`config.mk`:
```
export PLATFORM = sky130hd
export DESIGN_NAME = regfile_np
export DESIGN_NICKNAME = d
export VERILOG_FILES = /design/src/rtl/regfile_np.sv
export SDC_FILE = /design/constraint.sdc
export NUM_CORES = 1
export LEC_CHECK = 0
export BUFFER_PORTS_ARGS = -buffer_cell sky130_fd_sc_hd__buf_2
export CORE_MARGIN = 1
export CORE_UTILIZATION = 62
export DETAILED_ROUTE_END_ITERATION = 10
export GPL_TIMING_DRIVEN = 0
export PLACE_DENSITY = 0.82
export SLEW_MARGIN = 0
export SYNTH_ARGS = -nofsm -noshare
export SYNTH_HDL_FRONTEND = slang
export SYNTH_SLANG_ARGS = --single-unit
```
`constraint.sdc`:
```
create_clock -name clk -period 2.7 [get_ports clk]
set_clock_uncertainty 0.15 [all_clocks]
set_input_delay 0.135 -clock clk [delete_from_list [all_inputs] [get_ports clk]]
set_output_delay 0.135 -clock clk [all_outputs]
set_load 0.05 [all_outputs]
```
`src/rtl/regfile_np.sv`:
```
// Multi-port register file: one write port, two registered read ports with
// write-first bypass, per-entry valid bits and a sequenced bulk-clear sweep.
module regfile_np #(
  parameter int unsigned      WIDTH     = 8,
  parameter int unsigned      DEPTH     = 4,
  parameter logic [WIDTH-1:0] RESET_VAL = '0
) (
  input  logic                     clk,
  input  logic                     rst,
  input  logic                     we,
  input  logic [$clog2(DEPTH)-1:0] waddr,
  input  logic [WIDTH-1:0]         wdata,
  output logic                     wr_ack,
  input  logic [$clog2(DEPTH)-1:0] ra_addr,
  input  logic [$clog2(DEPTH)-1:0] rb_addr,
  output logic [WIDTH-1:0]         ra_data,
  output logic [WIDTH-1:0]         rb_data,
  output logic                     ra_valid,
  output logic                     rb_valid,
  input  logic                     clr_req,
  output logic                     busy
);

  localparam int unsigned     AW       = $clog2(DEPTH);
  localparam logic [AW-1:0]   LAST_IDX = AW'(DEPTH - 1);

  typedef enum logic {
    S_IDLE,
    S_CLEAR
  } state_e;

  state_e              state_q, state_d;
  logic [AW-1:0]       idx_q, idx_d;
  logic [WIDTH-1:0]    mem_q [DEPTH];
  logic [WIDTH-1:0]    mem_d [DEPTH];
  logic [DEPTH-1:0]    vld_q, vld_d;
  logic [WIDTH-1:0]    ra_data_q, ra_data_d;
  logic [WIDTH-1:0]    rb_data_q, rb_data_d;
  logic                ra_valid_q, ra_valid_d;
  logic                rb_valid_q, rb_valid_d;
  logic                wr_ack_q, wr_ack_d;
  logic                busy_q, busy_d;
  logic                wr_go;
  logic                byp_a, byp_b;

  // A clear request in the same cycle wins over a write.
  assign wr_go = (state_q == S_IDLE) && we && !clr_req;
  assign byp_a = wr_go && (waddr == ra_addr);
  assign byp_b = wr_go && (waddr == rb_addr);

  always_comb begin
    state_d = state_q;
    idx_d   = idx_q;
    mem_d   = mem_q;
    vld_d   = vld_q;
    unique case (state_q)
      S_IDLE: begin
        if (clr_req) begin
          state_d = S_CLEAR;
          idx_d   = '0;
        end else if (we) begin
          mem_d[waddr] = wdata;
          vld_d[waddr] = 1'b1;
        end
      end
      S_CLEAR: begin
        mem_d[idx_q] = RESET_VAL;
        vld_d[idx_q] = 1'b0;
        if (idx_q == LAST_IDX) begin
          state_d = S_IDLE;
          idx_d   = '0;
        end else begin
          idx_d = idx_q + 1'b1;
        end
      end
      default: begin
        state_d = S_IDLE;
        idx_d   = '0;
      end
    endcase
  end

  // Read ports sample pre-edge contents, so an entry swept this cycle
  // still reads its old value.
  always_comb begin
    ra_data_d  = byp_a ? wdata : mem_q[ra_addr];
    rb_data_d  = byp_b ? wdata : mem_q[rb_addr];
    ra_valid_d = byp_a | vld_q[ra_addr];
    rb_valid_d = byp_b | vld_q[rb_addr];
    wr_ack_d   = wr_go;
    busy_d     = (state_d == S_CLEAR);
  end

  always_ff @(posedge clk) begin
    if (rst) begin
      state_q    <= S_IDLE;
      idx_q      <= '0;
      for (int i = 0; i < DEPTH; i++) mem_q[i] <= RESET_VAL;
      vld_q      <= '0;
      ra_data_q  <= '0;
      rb_data_q  <= '0;
      ra_valid_q <= 1'b0;
      rb_valid_q <= 1'b0;
      wr_ack_q   <= 1'b0;
      busy_q     <= 1'b0;
    end else begin
      state_q    <= state_d;
      idx_q      <= idx_d;
      for (int i = 0; i < DEPTH; i++) mem_q[i] <= mem_d[i];
      vld_q      <= vld_d;
      ra_data_q  <= ra_data_d;
      rb_data_q  <= rb_data_d;
      ra_valid_q <= ra_valid_d;
      rb_valid_q <= rb_valid_d;
      wr_ack_q   <= wr_ack_d;
      busy_q     <= busy_d;
    end
  end

  assign ra_data  = ra_data_q;
  assign rb_data  = rb_data_q;
  assign ra_valid = ra_valid_q;
  assign rb_valid = rb_valid_q;
  assign wr_ack   = wr_ack_q;
  assign busy     = busy_q;

endmodule

```
==> results of run 1 <==
## metal layers
metal  track usage  share of wire
met5             0              0
met3        0.0969           0.12
met4         0.156          0.024
met2         0.573           0.48
met1         0.438           0.37
## critical path, delay by kind of cell
kind            cells  cell delay, ns
simple gates        2            0.68
buf+inv             3            1.04
compound gates      1            0.18
## layout by cell type (no fill, tap or decap), drive strengths merged, types with 2 or more instances in the layout
cell and instances:
xor2 4, nand2 5, nand3 24, o31ai 16, inv 2, dlygate4sd3 10
mux4 18, clkinv 3, buf 52, nand2b 8, o21ai 9, nor3b 5
nand4 16, dfxtp 58, xnor2 4, a21oi 46, nor2 5, clkbuf 25
ha 4, a31oi 2, o211ai 32
## sequential cells by signal, indices dropped and copies added, names as in the netlist
name	cells
rb_data	8
mem_q	32
ra_data	8
vld_q	4
ra_valid	1
idx_q	2
busy	1
rb_valid	1
wr_ack	1
## what timing repair did
action / 4_1_cts / 5_1_grt
endpoints found under the setup margin: 0 / 0
hold endpoints to repair: 46 / 0
hold buffers: 10 / 0
resized for setup: 0 / 0
## metrics by stage
step	setup slack (ns)	total power [W]	hold WS, ns
6_report	0.772	0.00192	0.131
5_1_grt	0.716	0.00197	0.134
2_1_floorplan	0.736	0.00108	0.131
3_5_place_dp	0.889	0.00116	0.242
3_3_place_gp	0.940	0.00115	0.237
4_1_cts	0.842	0.00191	0.120
## logic make-up (layout without fill, tap and decap cells)
family,Yosys count,count (layout),synth area share
AO/OA/AOI/OAI,107,107,0.227
AND/OR/NAND/NOR,68,68,0.142
multiplexers,18,18,0.138
XOR/XNOR,8,8,0.0238
buffers and inverters,32,92,0.0594
adder cells (fa/ha/maj),4,4,0.0170
flip-flops,58,58,0.394
## report_power, final
part | leakage [nW] | internal (W) | switching (W)
Sequential | 0.469 | 0.000874 | 0.0000112
Combinational | 0.660 | 0.0000876 | 0.000189
Clock | 0.101 | 0.000425 | 0.000333
Total | 1.23 | 0.00139 | 0.000533
## layout make-up
| cell class | count | area (sq um) | area share |
|---|---|---|---|
| clock buffers | 13 | 179 | 0.0515 |
| flip-flops and latches | 58 | 1160 | 0.334 |
| well taps | 52 | 65.1 | 0.0187 |
| repair buffers | 45 | 275 | 0.0792 |
| plain buffers | 29 | 164 | 0.0471 |
| multi-input cells | 205 | 1610 | 0.463 |
| clock inverters | 2 | 10.0 | 0.00288 |
| inverters | 3 | 11.3 | 0.00324 |
## final timing paths
kind,end,slack (ns),cells after the start
worst min-delay path,mem_q[13],0.13,4
worst max-delay path,ra_data[2],0.77,6
worst min register to register,mem_q[12],0.35,2
worst max register to register,ra_data[2],0.83,5
==> results.json, run 1 <==
{
  "outcome": "finished with violations",
  "violations": "design-rule violations",
  "yosysTopAreaCell": "dfxtp_1",
  "critical_path_required_ns": 2.81,
  "hpwl_um": 5560,
  "ant_nets": 0,
  "yosysWarnings": 0,
  "hp-class": "input pin to flop",
  "period_needed_ns": 1.93,
  "grt_util_all_layers": 0.351,
  "synthTopCellsByCount": "dfxtp_1 (58), a21oi_1 (46), o211ai_1 (31)",
  "die_x_um": 71.0,
  "synth_area_leaders": "dfxtp_1 (39%), mux4_2 (14%), o211ai_1 (7.9%), a21oi_1 (7.8%), nand3_1 (4.1%)",
  "rsz0062_at_grt": "false",
  "cts_root_buffer": "clkbuf_8",
  "gp_congestion": 0.841,
  "grt_remaining_overflow": 0,
  "maxCapViolations": 0,
  "synth_edf_count": 0,
  "setup_viol": 0,
  "end_kind": "flop",
  "via_per_inst": 6.83,
  "slowest_stage": "dlygate4sd3_1",
  "htree_levels": 3,
  "cpPeakStageDelay_ns": 0.56,
  "slew_violations": 0,
  "cts_made_buffers": 9,
  "cts_tree": "done",
  "ir_drop_mv": 0.367,
  "post_cts_buffers": 0,
  "port_buffers": 35,
  "tightest_slew_ns": 0.837,
  "clockBufferDepth": 2,
  "synth-seq-cells": 58,
  "routed_wl_um": 8150,
  "avgSynthCellArea_sq_um": 9.99,
  "crit_chain": "dlygate4sd3_1 > buf_6 > nor3b_2 > buf_2 > nand4_1 > a21oi_1",
  "clock-sinks": 58,
  "first_global_vias": 2651,
  "crit_arrival_ns": 2.04,
  "final_core_util": 0.777,
  "synth_top_area_frac": 0.394,
  "path_clk_slew_ns": 0.06,
  "dp.cells": 382,
  "slew-limit-headroom": 0.438,
  "ios": 38,
  "yosysMostFrequentCell": "dfxtp_1",
  "grt_pass1_wl_um": 13300,
  "fillers": 302,
  "path_max_fanout": 10,
  "num_vias": 2779,
  "synth_area_sq_um": 2950,
  "syn_inst": 295,
  "path_class": "input pin to flop",
  "finalHoldViolCount": 0,
  "hold_start": "we",
  "num_rows": 24,
  "finalSetupTns_ns": 0,
  "die_area_sq_um": 5030,
  "synth_ff_type": "dfxtp_1",
  "area_growth_pct": 18.0,
  "ys_seq_area_frac": 0.394,
  "grt_max_degree": 11,
  "power_density_nw_per_um2": 552,
  "stdcell_area_sq_um": 3480,
  "avgRoutedWirePerCell_um": 20.0,
  "ys_types": 33,
  "drt_first_pass_iters": 8,
  "period_share": 0.714,
  "die_height_um": 71.0,
  "core_area_sq_um": 4470,
  "cp-start-kind": "input pin",
  "dpl-instance-area_sq_um": 3190,
  "async_reset_ff_frac": 0,
  "max_clock_freq_ghz": 0.519,
  "p_leak_nw": 1.23,
  "syn-num-nets": 317,
  "start_util": 0.659,
  "drive_above_1_share": 0.248,
  "route.detailed.drc": 5,
  "fin_nets": 373,
  "r2r-start": "busy",
  "antenna_cells": 0,
  "drt_iter0_drc": 338,
  "clk_latency_ns": 0.34,
  "final_cells": 407,
  "startpoint": "clr_req",
  "antenna_found_initial": 0
}
(Power assumes the default switching activity.)
==> inputs of run 2 (changes only) <==
--- a/config.mk
+++ b/config.mk
@@ -5,12 +5,13 @@
 export SDC_FILE = /design/constraint.sdc
 export NUM_CORES = 1
 export LEC_CHECK = 0
+export ABC_AREA = 1
 export BUFFER_PORTS_ARGS = -buffer_cell sky130_fd_sc_hd__buf_2
 export CORE_MARGIN = 1
-export CORE_UTILIZATION = 62
+export CORE_UTILIZATION = 52
 export DETAILED_ROUTE_END_ITERATION = 10
 export GPL_TIMING_DRIVEN = 0
-export PLACE_DENSITY = 0.82
+export PLACE_DENSITY = 0.73
 export SLEW_MARGIN = 0
 export SYNTH_ARGS = -nofsm -noshare
 export SYNTH_HDL_FRONTEND = slang
==> constraint.sdc (replaced) <==
create_clock -name clk -period 1.6 [get_ports clk]
set_clock_uncertainty 0.15 [all_clocks]
set_input_delay 0.08 -clock clk [delete_from_list [all_inputs] [get_ports clk]]
set_output_delay 0.08 -clock clk [all_outputs]
set_load 0.05 [all_outputs]
==> results.json, run 2 <==
{
  "clockBufferDepth": 2,
  "cp-start-kind": "input pin",
  "synth_area_sq_um": 2960,
  "violations": "design-rule violations",
  "cts_root_buffer": "clkbuf_8",
  "syn-num-nets": 481,
  "num_rows": 27,
  "slowest_stage": "dlygate4sd3_1",
  "final_cells": 599,
  "hp-class": "input pin to flop",
  "drt_iter0_drc": 310,
  "tightest_slew_ns": 0.589,
  "first_global_vias": 2915,
  "power_density_nw_per_um2": 905,
  "hold-worst-slack_ns": 0.0396,
  "path_class": "input pin to flop",
  "final_common_cell": "nand2_1",
  "syn_inst": 459,
  "antenna_found_initial": 0,
  "clock-sinks": 58,
  "p_leak_nw": 1.64,
  "ys_seq_area_frac": 0.392,
  "rsz0062_at_grt": "false",
  "gp_congestion": 0.925,
  "cts_tree": "done",
  "drive_above_1_share": 0.180,
  "crit_arrival_ns": 1.66,
  "final_cell_mix": "nand2_1 (132), nand3_1 (64), dfxtp_1 (57)",
  "die_height_um": 77.4,
  "critPathBufInv": 4,
  "synth_top_area_frac": 0.392,
  "end_kind": "flop",
  "async_reset_ff_frac": 0,
  "grt_pass1_wl_um": 14200,
  "grt_max_degree": 12,
  "hpwl_um": 6220,
  "die_x_um": 77.4,
  "totalPowerFinal_w": 0.00329,
  "via_per_inst": 5.55,
  "area_growth_pct": 22.8,
  "ys_types": 22,
  "largest-register": "mem_q",
  "period_share": 0.957,
  "start_util": 0.537,
  "cpMostUsedCell": "nor2_1",
  "synth_ff_type": "dfxtp_1",
  "htree_levels": 3,
  "setup_viol": 0,
  "die_area_sq_um": 6000,
  "ant_nets": 0,
  "synth-seq-cells": 58,
  "core_area_sq_um": 5510,
  "fillers": 488,
  "max_clock_freq_ghz": 0.653,
  "clk_latency_ns": 0.33,
  "slew_violations": 0,
  "synth_edf_count": 0,
  "yosysTopAreaCell": "dfxtp_1",
  "period_needed_ns": 1.53,
  "grt_remaining_overflow": 0,
  "crit_chain": "dlygate4sd3_1 > inv_2 > nand2_2 > nor2_4 > buf_6 > nand3_4 > inv_4 > nor2_1 > nor2_1",
  "outcome": "finished with violations",
  "synth_area_leaders": "dfxtp_1 (39%), nand2_1 (17%), nand3_1 (11%), o21ai_0 (7.3%), nor2_1 (7.0%)",
  "largest_reg_flops": 32,
  "critical_path_required_ns": 1.73,
  "path_clk_slew_ns": 0.08,
  "ios": 38,
  "antenna_cells": 0,
  "cts_made_buffers": 9,
  "avgSynthCellArea_sq_um": 6.45,
  "num_vias": 3324,
  "yosysWarnings": 0,
  "yosysMostFrequentCell": "nand2_1",
  "dp.cells": 566,
  "finalHoldViolCount": 0,
  "synthTopCellsByCount": "nand2_1 (135), nand3_1 (65), dfxtp_1 (58)",
  "avgRoutedWirePerCell_um": 15.2,
  "routed_wl_um": 9080,
  "grt_util_all_layers": 0.305,
  "port_buffers": 35,
  "slew-limit-headroom": 0.607,
  "ir_drop_mv": 0.473,
  "path_max_fanout": 7,
  "maxCapViolations": 0,
  "fin_nets": 544,
  "critical-path-top-delay-family": "buffers and inverters",
  "route.detailed.drc": 2,
  "drt_first_pass_iters": 8,
  "cpPeakStageDelay_ns": 0.58
}
-- run 2: cell count changes after synthesis, sizes merged, moves of 18 or more --
cell,delta
inv,+33
mux4,-18
nand2,+132
nand3,+43
nor2,+52
o211ai,-32
o21ai,+35
-- run 2: metrics by stage --
stage	area, sq um	worst slack (ns)	util	setup TNS (ns)
after floorplan	2960	0.104	-	0
after global placement	3230	-0.0101	0.586	-0.0101
after detailed placement	3230	-0.0239	0.586	-0.0777
after CTS	3510	0.00504	0.638	0
after global routing	3630	0.000658	0.660	0
final	3630	0.0692	0.660	0
-- run 2: where the power goes --
part	leakage, nW	switching [W]	internal [W]
clock network	0.0810	0.000616	0.000554
logic	1.09	0.000430	0.000174
registers	0.472	0.0000211	0.00149
-- run 2: logic make-up (layout without fill, tap and decap cells) --
group	after synthesis	in the layout	share of synthesized area
AOI/OAI and AO/OA	77	77	0.134
adders and majority gates	4	4	0.0169
DFF	58	58	0.392
buffers and inverters	58	125	0.0816
and+or+nand+nor	262	263	0.375
-- run 2: what timing repair did --
item | CTS | global route
gates cloned | 0 | 2
pin swaps | 1 | 3
buffers inserted | 2 | 3
resized for setup | 0 | 26
endpoints found under the setup margin | 9 | 38
hold buffers | 10 | 1
endpoints found under the hold margin | 39 | 1
-- run 2: area by class of cell --
cell class	instances	area [sq um]	area share
repair inverters	1	6.26	0.00172
inverters	38	155	0.0427
clock buffers	9	124	0.0341
multi-input cells	344	1630	0.448
plain buffers	20	98.8	0.0272
repair buffers	50	325	0.0895
well taps	72	90.1	0.0248
flip-flops and latches	58	1160	0.320
clock inverters	7	46.3	0.0127
-- run 2: worst paths after layout --
kind / startpoint / to / slack, ns / cells past startpoint
min: waddr[0] / rb_data[4] / 0.04 / 6
max reg2reg: idx_q[0] / mem_q[28] / 0.13 / 7
min reg2reg: mem_q[22] / mem_q[22] / 0.33 / 2
max: clr_req / rb_data[1] / 0.07 / 9
-- run 2: tightest hold or removal path: stages --
cell     delay, ns
buf_4         0.14
nand2_1       0.06
nand2_1       0.05
nor2_1        0.03
nand3_1       0.06
a21oi_1       0.06
-- run 2: metal layers --
metal	wire [um]	track usage	vias up
met1	3730	0.401	1489
met4	254	0.164	0
met5	0	0	-
met3	818	0.0482	28
li1	-	-	1610
met2	4280	0.478	197
==> inputs of run 3 (changes only) <==
--- a/config.mk
+++ b/config.mk
@@ -5,7 +5,6 @@
 export SDC_FILE = /design/constraint.sdc
 export NUM_CORES = 1
 export LEC_CHECK = 0
-export ABC_AREA = 1
 export BUFFER_PORTS_ARGS = -buffer_cell sky130_fd_sc_hd__buf_2
 export CORE_MARGIN = 1
 export CORE_UTILIZATION = 52
==> results.json, run 3 (synthesis results as in run 1) <==
{
  "outcome": "finished with violations",
  "violations": "negative setup slack",
  "ant_nets": 0,
  "period_share": 1.06,
  "hp-class": "input pin to flop",
  "fin_nets": 383,
  "drt_first_pass_iters": 5,
  "gp_congestion": 0.914,
  "cts_root_buffer": "clkbuf_8",
  "path_class": "flop to flop",
  "start_util": 0.539,
  "ios": 38,
  "antenna_cells": 0,
  "cp-start-kind": "flop",
  "place_ws_ns": -0.207,
  "routed_wl_um": 10100,
  "area_growth_pct": 33.2,
  "path_clk_slew_ns": 0.07,
  "num_vias": 3021,
  "clock-sinks": 58,
  "port_buffers": 35,
  "avgRoutedWirePerCell_um": 23.0,
  "critical_path_required_ns": 1.65,
  "finalHoldViolCount": 0,
  "via_per_inst": 6.91,
  "crit_arrival_ns": 1.74,
  "maxCapViolations": 0,
  "core_area_sq_um": 5470,
  "max_clock_freq_ghz": 0.591,
  "die_x_um": 77.3,
  "stdcell_area_sq_um": 3930,
  "path_max_fanout": 7,
  "tightest_slew_ns": 1.04,
  "ir_drop_mv": 0.702,
  "p_leak_nw": 1.34,
  "final_cell_mix": "dfxtp_1 (57), buf_2 (41), a21oi_1 (40)",
  "hold-worst-slack_ns": 0.0640,
  "dpl-instance-area_sq_um": 3230,
  "grt_pass1_wl_um": 14300,
  "first_global_vias": 2703,
  "cts_made_buffers": 9,
  "slew-limit-headroom": 0.304,
  "final_common_cell": "dfxtp_1",
  "power_density_nw_per_um2": 878,
  "antenna_found_initial": 0,
  "fin_ws_ns": -0.0917,
  "num_rows": 27,
  "clockBufferDepth": 2,
  "die_height_um": 77.3,
  "crit_chain": "or4b_4 > buf_8 > o211ai_1 > a21oi_1",
  "route.detailed.drc": 0,
  "multi_input_area_sq_um": 1890,
  "end_kind": "flop",
  "fillers": 376,
  "grt_util_all_layers": 0.321,
  "slew_violations": 0,
  "drive_above_1_share": 0.351,
  "hpwl_um": 5580,
  "cpPeakStageDelay_ns": 0.62,
  "period_needed_ns": 1.69,
  "clk_latency_ns": 0.35,
  "setup_viol": 23,
  "slowest_stage": "or4b_4",
  "largest-register": "mem_q",
  "htree_levels": 3,
  "grt_remaining_overflow": 0,
  "cts_tree": "done",
  "drt_iter0_drc": 451,
  "final-seq-area_sq_um": 1160,
  "largest_reg_flops": 32,
  "grt_max_degree": 11,
  "rsz0062_at_grt": "true",
  "die_area_sq_um": 5970
}
## run 3: per-stage QoR
stage | setup TNS, ns | utilization | instances | power (W)
3_5_place_dp | -5.00 | 0.590 | 402 | 0.00196
3_3_place_gp | -4.12 | 0.590 | 402 | 0.00196
5_1_grt | -2.61 | 0.718 | 437 | 0.00354
6_report | -1.39 | 0.718 | 437 | 0.00345
4_1_cts | -1.05 | 0.674 | 434 | 0.00331
2_1_floorplan | -3.31 | - | 295 | 0.00182
## run 3: routing by layer
layer / share of wire / GRT usage / up-vias
li1: - / - / 1278
met1: 0.38 / 0.396 / 1453
met2: 0.48 / 0.509 / 242
met3: 0.098 / 0.0964 / 48
met4: 0.035 / 0.157 / 0
met5: 0 / 0 / -
## run 3: power breakdown
group          switching, W  internal (W)  leakage, nW
registers         0.0000216       0.00147        0.470
logic              0.000410      0.000191        0.773
clock network      0.000601      0.000749       0.0962
total               0.00103       0.00241         1.34
## run 3: final timing paths
path	startpoint	cells after the start	end	slack (ns)
worst min-delay path	clr_req	5	mem_q[13]	0.06
worst max register to register	busy	4	mem_q[12]	-0.09
worst min register to register	vld_q[3]	2	vld_q[3]	0.35
worst max-delay path	busy	4	mem_q[12]	-0.09
## run 3: what timing repair did
item                                    in CTS  in global routing
resized for setup                           19                 50
setup buffers                                7                  3
hold buffers                                10                  0
endpoints found under the hold margin       51                  0
pin swaps                                    8                 21
endpoints found under the setup margin      49                 51
gates cloned                                 2                  0
## run 3: critical path: cells and delay by family, from the launching register on
family,cells,cell delay (ns)
AND/OR/NAND/NOR,1,0.62
AO/OA/AOI/OAI,2,0.25
flip-flops,1,0.36
buffers and inverters,1,0.17
## run 3: cell type report
class / count / area share
Buffer: 27 / 0.0443
Clock buffer: 12 / 0.0370
Clock inverter: 3 / 0.0102
Inverter: 3 / 0.00287
Multi-Input combinational cell: 205 / 0.480
Sequential cell: 58 / 0.297
Tap cell: 72 / 0.0229
Timing Repair Buffer: 57 / 0.106
